[src/rtl/apple1_pkg.sv]
// Shared types and constants for the Apple-1 main RAM / host download path.
package apple1_pkg;

  localparam int         RAM_AW       = 13;
  localparam logic [2:0] RAM_BASE_MSB = 3'b000;

  typedef enum logic [1:0] {
    RUN       = 2'd0,
    HALT_WAIT = 2'd1,
    HALTED    = 2'd2,
    RESUME    = 2'd3
  } halt_state_t;

endpackage

[src/rtl/dma_fifo.sv]
// Registered sync FIFO; a pushed word reaches the head one cycle later.
// Pushes while full and pops while empty are ignored; full/empty come straight from registered pointers.
module dma_fifo #(
  parameter int WIDTH = 21,
  parameter int DEPTH = 4
) (
  input  logic             clk,
  input  logic             rst_n,
  input  logic             push,
  input  logic [WIDTH-1:0] din,
  input  logic             pop,
  output logic             full,
  output logic             empty,
  output logic [WIDTH-1:0] head
);

  localparam int         PW      = $clog2(DEPTH);
  localparam logic [PW:0] PTR_ONE = (PW + 1)'(1);

  logic [WIDTH-1:0] mem [DEPTH];
  logic [PW:0]      wr_ptr;
  logic [PW:0]      rd_ptr;
  logic             push_ok;
  logic             pop_ok;

  assign push_ok = push & ~full;
  assign pop_ok  = pop & ~empty;

  // Extra pointer bit tells full from empty when the indices match.
  assign empty = (wr_ptr == rd_ptr);
  assign full  = (wr_ptr[PW] != rd_ptr[PW]) && (wr_ptr[PW-1:0] == rd_ptr[PW-1:0]);
  assign head  = mem[rd_ptr[PW-1:0]];

  always_ff @(posedge clk or negedge rst_n) begin
    if (!rst_n) begin
      wr_ptr <= '0;
      rd_ptr <= '0;
    end else begin
      if (push_ok) wr_ptr <= wr_ptr + PTR_ONE;
      if (pop_ok)  rd_ptr <= rd_ptr + PTR_ONE;
    end
  end

  always_ff @(posedge clk) begin
    if (push_ok) mem[wr_ptr[PW-1:0]] <= din;
  end

endmodule

[src/rtl/ram_dma_arbiter.sv]
// Shares main RAM between the 6502 and buffered host writes; DMA uses the slot after each CPU clken, or every cycle while halted.
// Write lands one cycle after the push at the earliest; host_ready drops when the FIFO is full.
module ram_dma_arbiter #(
  parameter int FIFO_DEPTH = 4,
  parameter int RAM_AW     = 13
) (
  input  logic              clk14,
  input  logic              rst_n,
  input  logic              cpu_clken_i,
  output logic              cpu_clken_o,
  input  logic [15:0]       cpu_ab,
  input  logic              cpu_we,
  input  logic [7:0]        cpu_dbo,
  output logic [RAM_AW-1:0] ram_addr,
  output logic              ram_we,
  output logic [7:0]        ram_din,
  input  logic              host_valid,
  input  logic [RAM_AW-1:0] host_addr,
  input  logic [7:0]        host_data,
  output logic              host_ready,
  input  logic              host_halt_req,
  output logic              cpu_halted,
  output logic              dma_busy,
  output logic [15:0]       dma_count,
  input  logic              dma_count_clr
);

  import apple1_pkg::*;

  typedef struct packed {
    logic [RAM_AW-1:0] addr;
    logic [7:0]        data;
  } dma_entry_t;

  halt_state_t state_q;
  halt_state_t state_d;
  dma_entry_t  push_ent;
  dma_entry_t  head_ent;
  logic        clken_d;
  logic        fifo_full;
  logic        fifo_empty;
  logic        push;
  logic        grant;
  logic        clken_pass;
  logic        slot_ok;
  logic        halted;
  logic        ram_cs;
  logic [15:0] dma_count_q;

  assign push_ent   = '{addr: host_addr, data: host_data};
  assign host_ready = rst_n & ~fifo_full;
  assign push       = host_valid & host_ready;
  assign grant      = ~fifo_empty & slot_ok;
  assign ram_cs     = (cpu_ab[15:13] == RAM_BASE_MSB);

  dma_fifo #(
    .WIDTH (RAM_AW + 8),
    .DEPTH (FIFO_DEPTH)
  ) u_fifo (
    .clk   (clk14),
    .rst_n (rst_n),
    .push  (push),
    .din   (push_ent),
    .pop   (grant),
    .full  (fifo_full),
    .empty (fifo_empty),
    .head  (head_ent)
  );

  always_ff @(posedge clk14 or negedge rst_n) begin
    if (!rst_n) begin
      state_q <= RUN;
      clken_d <= 1'b0;
    end else begin
      state_q <= state_d;
      clken_d <= cpu_clken_i;
    end
  end

  always_comb begin
    state_d = state_q;
    case (state_q)
      RUN:       if (host_halt_req) state_d = HALT_WAIT;
      // The clken that moves us to HALTED still reaches the CPU, so it stops between cycles.
      HALT_WAIT: begin
        if (!host_halt_req)   state_d = RUN;
        else if (cpu_clken_i) state_d = HALTED;
      end
      HALTED:    if (!host_halt_req && fifo_empty) state_d = RESUME;
      RESUME:    state_d = RUN;
      default:   state_d = RUN;
    endcase
  end

  always_comb begin
    clken_pass = 1'b0;
    slot_ok    = 1'b0;
    halted     = 1'b0;
    case (state_q)
      RUN, HALT_WAIT: begin
        clken_pass = 1'b1;
        slot_ok    = clken_d;
      end
      HALTED: begin
        slot_ok = 1'b1;
        halted  = 1'b1;
      end
      // RESUME keeps the CPU address on the port so the next read sees fresh data.
      default: ;
    endcase
  end

  assign cpu_clken_o = rst_n & clken_pass & cpu_clken_i;
  assign cpu_halted  = halted;
  assign dma_busy    = ~fifo_empty;

  always_comb begin
    if (grant) begin
      ram_addr = head_ent.addr;
      ram_din  = head_ent.data;
      ram_we   = 1'b1;
    end else begin
      ram_addr = cpu_ab[RAM_AW-1:0];
      ram_din  = cpu_dbo;
      ram_we   = cpu_we & ram_cs & cpu_clken_o;
    end
  end

  always_ff @(posedge clk14 or negedge rst_n) begin
    if (!rst_n) begin
      dma_count_q <= '0;
    end else if (dma_count_clr) begin
      dma_count_q <= grant ? 16'd1 : 16'd0;
    end else if (grant) begin
      dma_count_q <= dma_count_q + 16'd1;
    end
  end

  assign dma_count = dma_count_q;

endmodule

[config.mk]
export PLATFORM = sky130hd
export DESIGN_NAME = ram_dma_arbiter
export DESIGN_NICKNAME = d
export VERILOG_FILES = /design/src/rtl/apple1_pkg.sv /design/src/rtl/dma_fifo.sv /design/src/rtl/ram_dma_arbiter.sv
export SDC_FILE = /design/constraint.sdc
export NUM_CORES = 1
export LEC_CHECK = 0
export BUFFER_PORTS_ARGS = -buffer_cell sky130_fd_sc_hd__buf_2
export CAP_MARGIN = 20
export CORE_MARGIN = 5
export CORE_UTILIZATION = 35
export CTS_BUF_LIST = sky130_fd_sc_hd__clkbuf_4 sky130_fd_sc_hd__clkbuf_8 sky130_fd_sc_hd__clkbuf_16
export DETAILED_ROUTE_END_ITERATION = 10
export MAX_ROUTING_LAYER = met4
export PLACE_DENSITY_LB_ADDON = 0.05
export SETUP_SLACK_MARGIN = 0.15
export SLEW_MARGIN = 10
export SYNTH_ARGS = -nofsm -noshare
export SYNTH_HDL_FRONTEND = slang
export SYNTH_SLANG_ARGS = --single-unit
[constraint.sdc]
create_clock -name clk14 -period 2.2 [get_ports clk14]
set_input_delay 0.11 -clock clk14 [delete_from_list [all_inputs] [get_ports clk14]]
set_output_delay 0.11 -clock clk14 [all_outputs]
set_load 0.01 [all_outputs]
==> metrics.yaml, run 1 <==
drt-total-wl_mm: 10.5
async_flop_share_pct: 22.9
ys.flop_type: "edfxtp_1"
core_um2: 13200
syn-num-nets: 379
dr.pass1.iters: 4
rsz0062_at_grt: "true"
fin_nets: 510
cp.required_ns: 2.09
grt_first_pass_wirelength_mm: 16.8
synth-edff-count: 84
avgSynthCellArea_um2: 14.6
fp.dieH_um: 126
regToRegSetupSlack_ns: 0.25
clockBufferDepth: 2
post_drt_wl_per_cell_um: 16.5
vdd_ir_drop_max_v: 0.000528
cp_max_fo: 7
final_cell_mix: "buf_2, edfxtp_1, nand2_1"
numCtsBuffers: 9
slew_headroom_pct: 71.9
ant_nets: 0
period_minus_slack_ns: 2.10
slew_viol_final: 0
numPortBuffers: 93
max_stage_delay_ns: 0.42
synth-seq-cells: 109
hold_path_class: "primary input to flop"
finalPower_uw: 7380
dp_hpwl_mm: 6.53
seq_area_frac_synth_pct: 67.2
area_delta_synth_final_pct: 31.9
ys_types: 36
max_freq_mhz: 477
synth_top_area_share_pct: 53.8
synthCells: 321
final_common_cell: "buf_2"
grt_max_degree: 27
drive_gt1_share_pct: 40.0
initial_core_util_pct: 35.5
insertion_delay_ns: 0.35
final_util_pct: 46.8
n_antenna_cell: 0
synth_area_um2: 4680
drcViolationCount: 0
fin_skew_ns: 0.00769
dieArea_um2: 15800
cts-root-buf: "clkbuf_16"
timing.final.crit_share_pct: 95.3
vias_per_cell: 4.78
gp_congestion: 0.712
finalInstanceArea_um2: 6180
finalSetupViolCount: 0
path_cells: "xor2_2 -> buf_4 -> o32a_1 -> buf_6 -> buf_8 -> nand2_2 -> nand2_1 -> buf_2"
cts_tree: "done"
grt_pass1_vias: 3159
antenna_found_initial: 0
tightest_slew_ns: 0.420
pin_count: 94
synth_top_cells_by_area: "edfxtp_1, dfrtp_1, mux4_2"
place_area_um2: 5380
p_leak_uw: 0.00247
finalHoldViolCount: 0
arrival_ns: 1.99
rows: 42
power_density_nw_per_um2: 1190
yosys.area.top_type: "edfxtp_1"
drt_iter0_markers: 223
clk_pin_slew_ns: 0.07
numClockSinks: 109
track_usage_pct: 14.3
htreeDepth: 3
startpoint_type: "flop"
overflow: 0
yosysWarnings: 0
cp_slowest_cell: "dfrtp_2"
tns_ns: 0
end_kind: "output pin"
maxCapViolations: 0
fp.dieW_um: 126
status: "finished, final reports clean"
route.vias.total: 3028
criticalPathCategory: "flop to output pin"
[cell families after synthesis]
family                     after synthesis  synth area share [%]
buffers and inverters                   24                  2.32
adders and majority gates                6                  1.60
DFF                                    109                  67.2
muxes                                   26                  11.3
xor gates and xnor gates                 9                  1.84
AOI/OAI and AO/OA                       27                  3.85
and+or+nand+nor                        120                  11.9
[cell type report]
class,count,area (um^2)
inverters,7,26.3
clock inverters,6,45.0
clock buffers,10,233
flip-flops and latches,109,3150
fillers,1188,7010
repair buffers,137,941
multi-input cells,188,1560
well taps,176,220
[worst max-delay path, delay by kind of cell, from the launching register on]
kind	cells	cell delay, ns
AO/OA/AOI/OAI	1	0.35
flip-flops	1	0.42
buffers and inverters	4	0.59
XOR/XNOR	1	0.18
AND/OR/NAND/NOR	2	0.09
[timing repair]
item                                    CTS  global route
setup buffers                            11             0
pin swaps                                 6             1
endpoints found under the setup margin   21           112
endpoints found under the hold margin   111             0
hold buffers                             24             0
resized for setup                        29            20
gates cloned                              2             0
[Yosys cell counts, types with 7 or more instances]
cell / instances
edfxtp_1: 84
nand2_1: 76
dfrtp_1: 25
mux4_2: 21
a21oi_1: 11
o31ai_1: 9
clkbuf_1: 8
or4_1: 8
inv_1: 7
[where the power goes]
group | switching, uW | internal [uW]
clock | 732 | 791
combinational | 1660 | 1530
sequential | 138 | 2520
[final timing paths]
check                                             start                           end  depth (start not counted)
setup / recovery           u_fifo.wr_ptr[0]$_DFFE_PN0P_                  ram_addr[10]                          8
hold / removal                               host_valid  u_fifo.wr_ptr[0]$_DFFE_PN0P_                          3
setup reg to reg           u_fifo.wr_ptr[0]$_DFFE_PN0P_     dma_count[12]$_DFFE_PN0P_                          7
hold reg to reg                  state_q[0]$_DFFE_PN0P_        state_q[0]$_DFFE_PN0P_                          3
max in group asynchronous                         rst_n  u_fifo.rd_ptr[0]$_DFFE_PN0P_                          3
min in group asynchronous                         rst_n        state_q[0]$_DFFE_PN0P_                          3
[state kept, by name (all words and copies together), names as in the netlist, named ones only]
register,flops
u_fifo.wr_ptr,3
state_q,1
u_fifo.mem,84
dma_count,16
clken_d,1
u_fifo.rd_ptr,3
[stage by stage]
stage          cells  hold slack [ns]  setup WS [ns]
2_1_floorplan    321           -0.186          0.331
3_3_place_gp     581            0.172          0.219
3_5_place_dp     581            0.169          0.162
4_1_cts          634           0.0661         0.0846
5_1_grt          633            0.107         0.0161
6_report         633            0.103          0.104
[metal layers]
layer | GRT usage [%] | up-vias | share of wire (%)
li1 | - | 1456 | -
met1 | 17.0 | 1485 | 42
met2 | 23.7 | 75 | 51
met3 | 4.28 | 12 | 5.2
met4 | 4.46 | 0 | 1.4
met5 | - | - | 0
(Power assumes the default switching activity.)
==> run 2: changes to the inputs <==
--- a/config.mk
+++ b/config.mk
@@ -5,7 +5,7 @@
 export SDC_FILE = /design/constraint.sdc
 export NUM_CORES = 1
 export LEC_CHECK = 0
-export BUFFER_PORTS_ARGS = -buffer_cell sky130_fd_sc_hd__buf_2
+export BUFFER_PORTS_ARGS = -buffer_cell sky130_fd_sc_hd__buf_4
 export CAP_MARGIN = 20
 export CORE_MARGIN = 5
 export CORE_UTILIZATION = 35
@@ -13,8 +13,6 @@
 export DETAILED_ROUTE_END_ITERATION = 10
 export MAX_ROUTING_LAYER = met4
 export PLACE_DENSITY_LB_ADDON = 0.05
-export SETUP_SLACK_MARGIN = 0.15
-export SLEW_MARGIN = 10
 export SYNTH_ARGS = -nofsm -noshare
 export SYNTH_HDL_FRONTEND = slang
 export SYNTH_SLANG_ARGS = --single-unit
==> metrics.yaml, run 2 (synthesis results as in run 1) <==
grt_pass1_vias: 3110  # was 3,159
ant_nets: 0  # unchanged
numCtsBuffers: 9  # unchanged
htreeDepth: 3  # unchanged
drcViolationCount: 0  # unchanged
fp.dieH_um: 126  # unchanged
pin_count: 94  # unchanged
maxCapViolations: 0  # unchanged
dieArea_um2: 15800  # unchanged
p_leak_uw: 0.00246  # was 0.00247 uW
numPortBuffers: 93  # unchanged
finalHoldViolCount: 0  # unchanged
vdd_ir_drop_max_v: 0.000571  # was 0.000528 V
power_density_nw_per_um2: 1120  # was 1190 nW/um^2
fp.dieW_um: 126  # unchanged
clockBufferDepth: 2  # unchanged
overflow: 0  # unchanged
cts-root-buf: "clkbuf_16"  # unchanged
area_delta_synth_final_pct: 32.1  # was 31.9%
n_antenna_cell: 0  # unchanged
slew_viol_final: 0  # unchanged
cts_tree: "done"  # unchanged
cp_max_fo: 14  # was 7
cp.required_ns: 2.09  # about the same
initial_core_util_pct: 35.5  # unchanged
slew_headroom_pct: 72.3  # was 71.9%
status: "finished, final reports clean"  # unchanged
drive_gt1_share_pct: 32.7  # was 40.0%
timing.final.crit_share_pct: 93.4  # was 95.3%
final_common_cell: "buf_4"  # was buf_2
whs_ns: 0.0915  # was 0.103 ns
antenna_found_initial: 0  # unchanged
startpoint_type: "flop"  # unchanged
insertion_delay_ns: 0.35  # about the same
finalSetupViolCount: 0  # unchanged
largest_register_ff_count: 84  # unchanged
setup_slack_ns: 0.146  # was 0.104 ns
criticalPathCategory: "flop to output pin"  # unchanged
clk_pin_slew_ns: 0.08  # was 0.07 ns
post-cts-setup-buffers: 0  # was 11
drt_iter0_markers: 196  # was 223
gp_congestion: 0.741  # was 0.712
post-place-ws_ns: 0.240  # was 0.162 ns
track_usage_pct: 13.8  # was 14.3%
dp_hpwl_mm: 6.57  # was 6.53 mm
fin_skew_ns: 0.00916  # was 0.00769 ns
grt_first_pass_wirelength_mm: 16.4  # was 16.8 mm
path_cells: "xor2_2 -> o32a_4 -> buf_4 -> nand2_1 -> nand2_1 -> buf_4"  # was xor2_2 -> buf_4 -> o32a_1 -> buf_6 -> buf_8 -> nand2_2 -> nand2_1 -> buf_2
numClockSinks: 109  # unchanged
period_minus_slack_ns: 2.05  # was 2.10 ns
vias_per_cell: 4.75  # was 4.78
drt-total-wl_mm: 10.1  # was 10.5 mm
cp_slowest_cell: "dfrtp_1"  # was dfrtp_2
post_drt_wl_per_cell_um: 16.1  # was 16.5 um
rows: 42  # unchanged
tightest_slew_ns: 0.414  # was 0.420 ns
arrival_ns: 1.94  # was 1.99 ns
dr.pass1.iters: 4  # unchanged
max_freq_mhz: 487  # was 477 MHz
grt_max_degree: 34  # was 27
core_um2: 13200  # unchanged
hold_path_class: "primary input to flop"  # unchanged
end_kind: "output pin"  # unchanged
route.vias.total: 2970  # was 3,028
fin_nets: 502  # was 510
final_cell_mix: "buf_4, edfxtp_1, nand2_1"  # was buf_2, edfxtp_1, nand2_1
max_stage_delay_ns: 0.46  # was 0.42 ns
-- run 2: final cells by class --
cell class              instances  area [um^2]
well taps                     176          220
flip-flops and latches        109         3150
clock buffers                   9          225
fillers                      1198         7000
multi-input cells             188         1460
inverters                       7         26.3
repair buffers                129         1040
clock inverters                 7         61.3
-- run 2: path summary, 6_finish.rpt --
path	start	end	slack, ns	cells past startpoint
setup / recovery	u_fifo.wr_ptr[1]$_DFFE_PN0P_	ram_addr[7]	0.15	6
setup reg to reg	u_fifo.rd_ptr[2]$_DFFE_PN0P_	dma_count[12]$_DFFE_PN0P_	0.27	5
max in group asynchronous	rst_n	u_fifo.rd_ptr[0]$_DFFE_PN0P_	1.60	3
hold reg to reg	u_fifo.wr_ptr[2]$_DFFE_PN0P_	u_fifo.wr_ptr[2]$_DFFE_PN0P_	0.53	1
min in group asynchronous	rst_n	u_fifo.wr_ptr[0]$_DFFE_PN0P_	0.33	3
hold / removal	host_valid	u_fifo.wr_ptr[0]$_DFFE_PN0P_	0.09	3
-- run 2: report_power, final --
group / switching, uW / internal (uW)
sequential: 144 / 2520
combinational: 1430 / 1310
clock: 762 / 792
total: 2340 / 4620
-- run 2: critical path: cells and delay by family (launching register included) --
family / cells / cell delay (ns)
AOI/OAI and AO/OA: 1 / 0.44
DFF: 1 / 0.46
and+or+nand+nor: 2 / 0.13
buffers and inverters: 2 / 0.35
xor gates and xnor gates: 1 / 0.21
-- run 2: routing by layer --
layer | vias up | GRT usage, % | part of all wire (%)
li1 | 1439 | - | -
met1 | 1450 | 17.0 | 42
met2 | 72 | 22.3 | 51
met3 | 9 | 4.45 | 6.3
met4 | 0 | 3.25 | 0.91
met5 | - | - | 0
-- run 2: metrics by stage --
step | TNS, ns | cell area (um^2) | instances | power [uW] | utilization [%]
after global routing | -0.00784 | 6190 | 625 | 7450 | 46.9
after global placement | 0 | 5640 | 585 | 5450 | 42.7
after CTS | 0 | 6160 | 625 | 7070 | 46.7
after detailed placement | 0 | 5640 | 585 | 5450 | 42.7
final | 0 | 6190 | 625 | 6960 | 46.9
after floorplan | 0 | 4680 | 321 | 4320 | -
-- run 2: repair_timing --
action	in CTS	in global routing
setup endpoints to repair	12	21
resized for setup	1	3
endpoints found under the hold margin	111	0
hold buffers	24	0
==> run 3: changes to the inputs <==
--- a/config.mk
+++ b/config.mk
@@ -13,6 +13,7 @@
 export DETAILED_ROUTE_END_ITERATION = 10
 export MAX_ROUTING_LAYER = met4
 export PLACE_DENSITY_LB_ADDON = 0.05
+export SETUP_SLACK_MARGIN = 0.15
 export SYNTH_ARGS = -nofsm -noshare
 export SYNTH_HDL_FRONTEND = slang
 export SYNTH_SLANG_ARGS = --single-unit
==> metrics.yaml, run 3 (synthesis results as in run 1) <==
grt_first_pass_wirelength_mm: 16.8  # was 16.4 mm
r2r_cells: 7  # was 5
clk_pin_slew_ns: 0.07  # was 0.08 ns
grt_max_degree: 34  # unchanged
dp_hpwl_mm: 6.54  # was 6.57 mm
fin_skew_ns: 0.00341  # was 0.00916 ns
gp_congestion: 0.744  # was 0.741
vdd_ir_drop_max_v: 0.000587  # was 0.000571 V
numClockSinks: 109  # unchanged
n_antenna_cell: 0  # unchanged
largest_register_ff_count: 84  # unchanged
drcViolationCount: 0  # unchanged
drt_iter0_markers: 116  # was 196
slew_headroom_pct: 58.1  # was 72.3%
numPortBuffers: 93  # unchanged
status: "finished, final reports clean"  # unchanged
initial_core_util_pct: 35.5  # unchanged
area_delta_synth_final_pct: 36.2  # was 32.1%
finalHoldViolCount: 0  # unchanged
insertion_delay_ns: 0.34  # was 0.35 ns
clockBufferDepth: 2  # unchanged
tightest_slew_ns: 0.629  # was 0.414 ns
share_comb_of_total_power_pct: 44.8  # was 39.4%
track_usage_pct: 14.1  # was 13.8%
hold_path_class: "primary input to flop"  # unchanged
maxCapViolations: 0  # unchanged
period_minus_slack_ns: 2.08  # was 2.05 ns
seqPwrFrac_pct: 35.1  # was 38.2%
cts_tree: "done"  # unchanged
criticalPathCategory: "flop to output pin"  # unchanged
post_drt_wl_per_cell_um: 17.0  # was 16.1 um
switchingPower_uw: 2490  # was 2340 uW
vias_per_cell: 4.81  # was 4.75
multi_input_area_um2: 1490  # was 1460 um^2
fin_nets: 510  # was 502
grt_pass1_vias: 3133  # was 3,110
cts-root-buf: "clkbuf_16"  # unchanged
arrival_ns: 1.97  # was 1.94 ns
finalSetupViolCount: 0  # unchanged
power_density_nw_per_um2: 1180  # was 1120 nW/um^2
dr.pass1.iters: 4  # unchanged
pin_count: 94  # unchanged
switching_share_pct: 33.0  # was 33.6%
rsz0062_at_grt: "true"
antenna_found_initial: 0  # unchanged
seq_area_um2: 3150  # about the same
htreeDepth: 3  # unchanged
startpoint_type: "flop"  # unchanged
cp.required_ns: 2.09  # about the same
dieArea_um2: 15800  # unchanged
power_frac_clock_pct: 20.1  # was 22.3%
fp.dieW_um: 126  # unchanged
cp_max_fo: 10  # was 14
tns_ns: 0  # unchanged
p_leak_uw: 0.00254  # was 0.00246 uW
final_util_pct: 48.4  # was 46.9%
rows: 42  # unchanged
nFillCells: 1178  # was 1,198
numCtsBuffers: 9  # unchanged
min_path_cells: 2  # was 3
core_um2: 13200  # unchanged
final_common_cell: "buf_4"  # unchanged
p_int_uw: 5050  # was 4620 uW
drt-total-wl_mm: 10.8  # was 10.1 mm
drive_gt1_share_pct: 36.8  # was 32.7%
slew_viol_final: 0  # unchanged
max_freq_mhz: 480  # was 487 MHz
holdCritStartpoint: "dma_count_clr"  # was host_valid
overflow: 0  # unchanged
end_kind: "output pin"  # unchanged
final_cell_mix: "buf_4, edfxtp_1, nand2_1"  # unchanged
route.vias.total: 3044  # was 2,970
timing.final.crit_share_pct: 94.7  # was 93.4%
r2r_start: "u_fifo.rd_ptr[0]$_DFFE_PN0P_"  # was u_fifo.rd_ptr[2]$_DFFE_PN0P_
ant_nets: 0  # unchanged
fp.dieH_um: 126  # unchanged
startpoint: "u_fifo.rd_ptr[1]$_DFFE_PN0P_"  # was u_fifo.wr_ptr[1]$_DFFE_PN0P_
run 3: cell count changes in the layout (fill, tap and decap cells not counted), sizes merged:
| cell | change |
|---|---|
| buf | +5 |
| clkbuf | +4 |
| clkinv | +2 |
| inv | -2 |
| clkinvlp | -1 |
run 3: cell type report:
cell class              count  area share (%)
flip-flops and latches    109            49.4
multi-input cells         188            23.3
clock buffers              10            3.65
repair buffers            137            19.1
clock inverters             6           0.725
well taps                 176            3.45
inverters                   7           0.412
run 3: stage by stage:
stage                     cells  total power [uW]  area, um^2  worst slack (ns)  hold slack [ns]
after global routing        633              8050        6380            0.0439            0.101
after global placement      582              5490        5620             0.311            0.161
final                       633              7540        6380             0.116           0.0983
after floorplan             321              4320        4690             0.331           -0.186
after CTS                   628              7290        6230             0.111           0.0807
after detailed placement    582              5500        5620             0.252            0.158
run 3: metal layers:
metal	part of all wire [%]	up-vias	global-route usage, %
met5	0	-	-
li1	-	1456	-
met2	51	79	22.5
met3	5.3	7	4.15
met1	43	1502	17.9
met4	0.97	0	3.25
run 3: power by group through the flow:
| stage | Clock, uW | Sequential [uW] | Combinational, uW |
|---|---|---|---|
| floorplan | 0 | 2680 | 1640 |
| global placement | 0 | 2690 | 2790 |
| detailed placement | 0 | 2700 | 2800 |
| CTS | 1560 | 2640 | 3080 |
| global route | 1660 | 2680 | 3710 |
| finish | 1510 | 2650 | 3380 |
run 3: timing repair:
item                       4_1_cts  5_1_grt
hold endpoints to repair       111        0
pin swaps                        1        3
gates cloned                     1        3
hold buffers                    24        0
buffers inserted                 5        2
setup endpoints to repair       21       23
gates resized for setup         15       12
run 3: worst paths after layout:
check | endpoint | slack, ns
max | ram_addr[12] | 0.12
min | dma_count[8]$_DFFE_PN0P_ | 0.1
min reg2reg | state_q[0]$_DFFE_PN0P_ | 0.57
max in group asynchronous | u_fifo.rd_ptr[0]$_DFFE_PN0P_ | 1.59
min in group asynchronous | u_fifo.wr_ptr[2]$_DFFE_PN0P_ | 0.33
max reg2reg | dma_count[15]$_DFFE_PN0P_ | 0.22
run 3: worst max-delay path, stage by stage (launching register included):
cell and delay, ns:
dfrtp_1 0.41, xor2_2 0.19, buf_4 0.15, o32a_4 0.43
buf_8 0.16, nand2_1 0.09, nand2_1 0.06, buf_4 0.14
